**src/rtl/veritune_pkg.sv**
```systemverilog
// Shared constants and state encodings for the Veritune datapath.
package veritune_pkg;

  localparam int unsigned SAMPLE_ADDR_W = 17;
  localparam int unsigned SAMPLE_DATA_W = 16;
  localparam int unsigned FRAC_W        = 6;
  localparam int unsigned FREQ_W        = 8;
  localparam int unsigned UNITY_STEP    = 1 << FRAC_W;
  localparam int unsigned MAX_LEN       = (1 << SAMPLE_ADDR_W) - 2;

  // One-hot, matching the top-level state machine style.
  typedef enum logic [5:0] {
    ST_IDLE = 6'b000001,
    ST_RD0  = 6'b000010,
    ST_RD1  = 6'b000100,
    ST_CALC = 6'b001000,
    ST_WR   = 6'b010000,
    ST_DONE = 6'b100000
  } shift_state_t;

endpackage

```
**src/rtl/veritune_lerp.sv**
```systemverilog
// Linear interpolation between two signed samples: y = s0 + floor((s1-s0)*frac / 2^FRAC_W).
module veritune_lerp #(
  parameter int unsigned DATA_W = 16,
  parameter int unsigned FRAC_W = 6
) (
  input  logic signed [DATA_W-1:0] S0,
  input  logic signed [DATA_W-1:0] S1,
  input  logic        [FRAC_W-1:0] Frac,
  output logic signed [DATA_W-1:0] Y
);

  localparam int unsigned EXT_W = DATA_W + FRAC_W + 2;

  logic signed [EXT_W-1:0] s0_ext;
  logic signed [EXT_W-1:0] diff;
  logic signed [EXT_W-1:0] frac_ext;
  logic signed [EXT_W-1:0] prod;
  logic signed [EXT_W-1:0] sum;

  // Signed difference, scaled by frac, floored by arithmetic shift.
  always_comb begin
    s0_ext   = EXT_W'(S0);
    diff     = EXT_W'(S1) - s0_ext;
    frac_ext = $signed({{(EXT_W-FRAC_W){1'b0}}, Frac});
    prod     = diff * frac_ext;
    sum      = s0_ext + (prod >>> FRAC_W);
    Y        = sum[DATA_W-1:0];
  end

endmodule

```
**src/rtl/veritune_resampler.sv**
```systemverilog
// Pitch-shift pass: reads the recording, resamples by Freq (Q2.6), writes playback RAM.
module veritune_resampler #(
  parameter int unsigned ADDR_W = veritune_pkg::SAMPLE_ADDR_W,
  parameter int unsigned DATA_W = veritune_pkg::SAMPLE_DATA_W,
  parameter int unsigned FRAC_W = veritune_pkg::FRAC_W
) (
  input  logic                     Clk,
  input  logic                     Reset,
  input  logic                     Start,
  input  logic        [ADDR_W-1:0] Length,
  input  logic        [7:0]        Freq,
  output logic        [ADDR_W-1:0] Src_Addr,
  input  logic signed [DATA_W-1:0] Src_Data,
  output logic        [ADDR_W-1:0] Dst_Addr,
  output logic signed [DATA_W-1:0] Dst_Data,
  output logic                     Dst_We,
  output logic                     Busy,
  output logic                     Done_Shift,
  output logic        [ADDR_W-1:0] Out_Length
);

  import veritune_pkg::*;

  localparam int unsigned IDX_W = ADDR_W + 1;
  localparam int unsigned POS_W = IDX_W + FRAC_W;
  localparam logic [ADDR_W-1:0] LAST_DST = ADDR_W'((1 << ADDR_W) - 2);

  shift_state_t               state;
  logic        [POS_W-1:0]    pos;
  logic        [POS_W-1:0]    pos_nxt;
  logic        [IDX_W-1:0]    idx;
  logic        [IDX_W-1:0]    idx_nxt;
  logic        [ADDR_W-1:0]   cnt;
  logic        [ADDR_W-1:0]   len_q;
  logic        [7:0]          step_q;
  logic signed [DATA_W-1:0]   s0_q;
  logic signed [DATA_W-1:0]   y;

  // Phase accumulator split into integer index and next-position lookahead.
  always_comb begin
    idx     = pos[POS_W-1:FRAC_W];
    pos_nxt = pos + POS_W'(step_q);
    idx_nxt = pos_nxt[POS_W-1:FRAC_W];
  end

  veritune_lerp #(
    .DATA_W (DATA_W),
    .FRAC_W (FRAC_W)
  ) u_lerp (
    .S0   (s0_q),
    .S1   (Src_Data),
    .Frac (pos[FRAC_W-1:0]),
    .Y    (y)
  );

  // Sequencer. Outputs are registered decodes of the current state, so each
  // lags its state by one edge; s0/s1 are taken where the 1-cycle RAM
  // latency actually presents them (CALC and WR edges respectively).
  always_ff @(posedge Clk or posedge Reset) begin
    if (Reset) begin
      state      <= ST_IDLE;
      pos        <= '0;
      cnt        <= '0;
      len_q      <= '0;
      step_q     <= '0;
      s0_q       <= '0;
      Src_Addr   <= '0;
      Dst_Addr   <= '0;
      Dst_Data   <= '0;
      Dst_We     <= 1'b0;
      Busy       <= 1'b0;
      Done_Shift <= 1'b0;
      Out_Length <= '0;
    end else begin
      Busy       <= (state != ST_IDLE);
      Dst_We     <= (state == ST_WR);
      Done_Shift <= (state == ST_DONE);
      case (state)
        ST_IDLE: begin
          if (Start) begin
            len_q  <= Length;
            step_q <= (Freq == '0) ? 8'd1 : Freq;
            pos    <= '0;
            cnt    <= '0;
            state  <= ST_RD0;
          end
        end
        ST_RD0: begin
          Src_Addr <= idx[ADDR_W-1:0];
          state    <= ST_RD1;
        end
        ST_RD1: begin
          Src_Addr <= (idx >= {1'b0, len_q}) ? len_q : ADDR_W'(idx + IDX_W'(1));
          state    <= ST_CALC;
        end
        ST_CALC: begin
          s0_q  <= Src_Data;
          state <= ST_WR;
        end
        ST_WR: begin
          Dst_Addr <= cnt;
          Dst_Data <= y;
          pos      <= pos_nxt;
          cnt      <= cnt + ADDR_W'(1);
          if ((idx_nxt > {1'b0, len_q}) || (cnt == LAST_DST)) begin
            state <= ST_DONE;
          end else begin
            state <= ST_RD0;
          end
        end
        ST_DONE: begin
          Out_Length <= cnt - ADDR_W'(1);
          state      <= ST_IDLE;
        end
        default: begin
          state <= ST_IDLE;
        end
      endcase
    end
  end

endmodule

```
**config.mk**
```make
export PLATFORM = sky130hd
export DESIGN_NAME = veritune_resampler
export DESIGN_NICKNAME = d
export VERILOG_FILES = /design/src/rtl/veritune_pkg.sv /design/src/rtl/veritune_lerp.sv /design/src/rtl/veritune_resampler.sv
export SDC_FILE = /design/constraint.sdc
export NUM_CORES = 1
export LEC_CHECK = 0
export CORE_MARGIN = 8
export CORE_UTILIZATION = 36
export CTS_CLUSTER_SIZE = 20
export DETAILED_ROUTE_END_ITERATION = 6
export PLACE_DENSITY = 0.64
export SLEW_MARGIN = 20
export SYNTH_ARGS = -nofsm -noshare
export SYNTH_HDL_FRONTEND = slang
export SYNTH_SLANG_ARGS = --single-unit
```
**constraint.sdc**
```tcl
create_clock -name Clk -period 12.9 [get_ports Clk]
set_clock_uncertainty 0.15 [all_clocks]
set_input_delay 2.58 -clock Clk [delete_from_list [all_inputs] [get_ports Clk]]
set_output_delay 2.58 -clock Clk [all_outputs]
set_load 0.01 [all_outputs]
```
==> impl_metrics.env <==
export IMPL_outcome="finished clean"
export IMPL_max_slew_margin_rel=0.382
export IMPL_antenna_found_initial=0
export IMPL_worstMarginPinSlew_ns=0.927
export IMPL_synth_nets=1698
export IMPL_postCtsSetupBuffers=0
export IMPL_cp_max_fo=6
export IMPL_grt_first_pass_wirelength_mm=57.2
export IMPL_slew_violations=0
export IMPL_critPathLaunchType="input pin"
export IMPL_cp_common_cell="fa_1"
export IMPL_nNetsFinal=1759
export IMPL_finalHoldViolCount=0
export IMPL_cpMaxStageDelayCell="a2111oi_0"
export IMPL_grt_pass1_vias=10800
export IMPL_num_antenna_cells=0
export IMPL_crit_arrival_ns=10.38
export IMPL_path_clk_slew_ns=0.07
export IMPL_first_pass_iters=7
export IMPL_io_buffers=113
export IMPL_nFillCells=3558
export IMPL_die_area_um2=43000
export IMPL_clock_path_buffers=2
export IMPL_viasPerCell=5.26
export IMPL_cts_hold_buf=0
export IMPL_wl_per_cell_um=17.0
export IMPL_root_buffer="clkbuf_16"
export IMPL_ys_warn_count=0
export IMPL_powerDensity_nw_per_um2=156
export IMPL_finalSetupViolations=0
export IMPL_hold_path_class="reg2reg"
export IMPL_dieHeight_um=207
export IMPL_syn_cell_area_um2=13200
export IMPL_die_x_um=207
export IMPL_final_area_um2=15300
export IMPL_grt_max_degree=101
export IMPL_synth_cells=1467
export IMPL_end_kind="flip-flop"
export IMPL_htreeDepth=4
export IMPL_wirelength_mm=34.3
export IMPL_ios=114
export IMPL_core_um2=36300
export IMPL_drc=0
export IMPL_path_class="in2reg"
export IMPL_vias=10600
export IMPL_postRouteAntennaNets=0
export IMPL_min_period_ns=10.25
export IMPL_finalCritPeriodShare=0.794
export IMPL_cts_tree="yes"
export IMPL_place_area_um2=14600
export IMPL_overflow=0
export IMPL_max_freq_mhz=97.6
export IMPL_yosysTopAreaCellShare=0.298
export IMPL_power_leakage_uw=0.00739
export IMPL_max_cap_violations=0
export IMPL_numCtsBuffers=17
export IMPL_track_usage=0.161
export IMPL_fin_setup_tns_ns=0
export IMPL_avgSynthCellArea_um2=8.98
export IMPL_peakVddDrop_v=0.000113
export IMPL_rows=70
export IMPL_cts_sinks=158
export IMPL_yosysSeqAreaShare=0.300
export IMPL_power_uw=2390
export IMPL_synth_top_area_cell="dfrtp_1"
export IMPL_drive_gt1_frac=0.0578
export IMPL_clkLatencyLatePin_ns=0.45
export IMPL_ys_ff_latch=158
export IMPL_synth_edff_count=0
export IMPL_dp_hpwl_mm=25.5
export IMPL_async_reset_ff_frac=1.00
export IMPL_synthFlopType="dfrtp_1"
export IMPL_cts_resized=0
export IMPL_synthTopCellsByArea="dfrtp_1 30%, ha_1 11%, fa_1 10%, nand2_1 4.6%, xnor2_1 4.3%"
export IMPL_rsz0062_at_grt="false"
export IMPL_drt_iter0_drc=637
export IMPL_place_gp_congestion=0.844
export IMPL_worstPathRequired_ns=13.04
export IMPL_critPathMaxStageDelay_ns=0.63
export IMPL_syn2layout_area_growth_pct=16.0
export IMPL_synthDistinctLibCells=71
export IMPL_start_util=0.362
metrics by stage:
step	instances	util	hold slack (ns)	worst slack, ns
floorplan	1467	-	0.304	3.28
global placement	1977	0.403	0.311	2.43
detailed placement	1977	0.403	0.320	2.30
CTS	2009	0.420	0.335	2.74
global route	2009	0.420	0.356	2.22
finish	2009	0.420	0.330	2.65
critical path: cells and delay by family:
kind	cells	cell delay, ns
AOI/OAI and AO/OA	11	2.62
buffers and inverters	3	0.52
adders and majority gates	7	2.77
and+or+nand+nor	5	1.26
xor gates and xnor gates	3	0.58
final timing paths:
| path | startpoint | end | slack (ns) | depth (start not counted) |
|---|---|---|---|---|
| worst max register to register | s0_q[1] | Dst_Data[14] | 4.70 | 29 |
| max in group asynchronous | Reset | cnt[2] | 8.59 | 3 |
| min in group asynchronous | Reset | Out_Length[12] | 2.56 | 2 |
| worst min register to register | Dst_Addr[8] | Dst_Addr[8] | 0.33 | 2 |
| worst min-delay path | Dst_Addr[8] | Dst_Addr[8] | 0.33 | 2 |
| worst max-delay path | Src_Data[1] | Dst_Data[14] | 2.65 | 29 |
area by class of cell:
cell class / count / area, µm² / area share
multi-input combinational: 1092 / 8400 / 0.549
sequential: 158 / 3960 / 0.259
timing repair buffer: 120 / 1180 / 0.0774
tap: 468 / 586 / 0.0383
inverter: 139 / 527 / 0.0345
clock buffer: 17 / 425 / 0.0278
clock inverter: 15 / 209 / 0.0137
per-layer routing:
layer	part of all wire	global-route usage	vias up
li1	-	-	5135
met1	0.48	0.218	5161
met2	0.46	0.260	242
met3	0.040	0.0311	33
met4	0.015	0.0429	0
met5	0	0	-
cell usage in the layout (no fill, tap or decap), types with 7 or more instances in the layout:
master	netlist	final
a21o_1	34	34
a21oi_1	64	64
a22oi_1	15	15
a31oi_1	19	19
and2_1	65	65
and3_1	9	9
buf_4	0	7
clkbuf_16	0	17
clkdlybuf4s50_1	0	113
dfrtp_1	157	157
fa_1	68	68
ha_1	119	119
inv_1	139	138
mux2_2	24	24
nand2_1	163	163
nand2b_1	12	12
nand3_1	48	48
nand3b_1	10	10
nand4_1	15	15
nor2_1	42	42
nor2b_1	18	18
nor3_1	32	32
nor4_1	11	11
o211ai_1	14	14
o21a_1	13	13
o21ai_0	92	92
o21bai_1	7	7
o31ai_1	30	30
or3_1	10	10
xnor2_1	64	64
xor2_1	28	28
logic make-up (layout without fill, tap and decap cells):
logic type	count (synthesis)	count (layout)	synth area share
buffers and inverters	217	291	0.0620
xor gates and xnor gates	93	93	0.0629
and+or+nand+nor	463	463	0.180
muxes	26	26	0.0224
DFF	158	158	0.300
adders and majority gates	187	187	0.216
AOI/OAI and AO/OA	323	323	0.156
sequential cells by signal (all words and copies together), names as in the netlist:
register	count
step_q	8
Out_Length	17
Busy	1
Dst_Data	16
Src_Addr	17
len_q	17
s0_q	16
state	6
cnt	17
pos	24
Dst_Addr	17
Done_Shift	1
Dst_We	1
power breakdown:
group / internal, µW / leakage (µW) / switching (µW) / total (µW)
registers: 634 / 0.00190 / 122 / 757
clock network: 328 / 0.000307 / 233 / 560
logic: 460 / 0.00519 / 614 / 1070
total: 1420 / 0.00739 / 970 / 2390
cells in the mapped netlist, drive strengths merged, types with 2 or more instances:
cell,count
nor4,11
o21bai,7
o22ai,2
and2,66
or3,11
a22oi,15
nor3,33
nand2b,12
o21a,13
buf,8
o21ai,97
nand3b,10
o311ai,2
ha,119
mux2,25
a31oi,19
nand4b,3
and2b,2
a2111oi,2
a311oi,3
inv,139
o211ai,15
a21oi,65
or2,7
nor3b,6
clkbuf,70
a211oi,7
xor2,28
nand4,15
nand3,48
and4,4
nor2b,18
nand2,163
dfrtp,157
o41ai,2
a21o,34
nor2,42
xnor2,64
and3,10
o31ai,30
fa,68
Note: power is estimated with default switching activity, not from simulation.
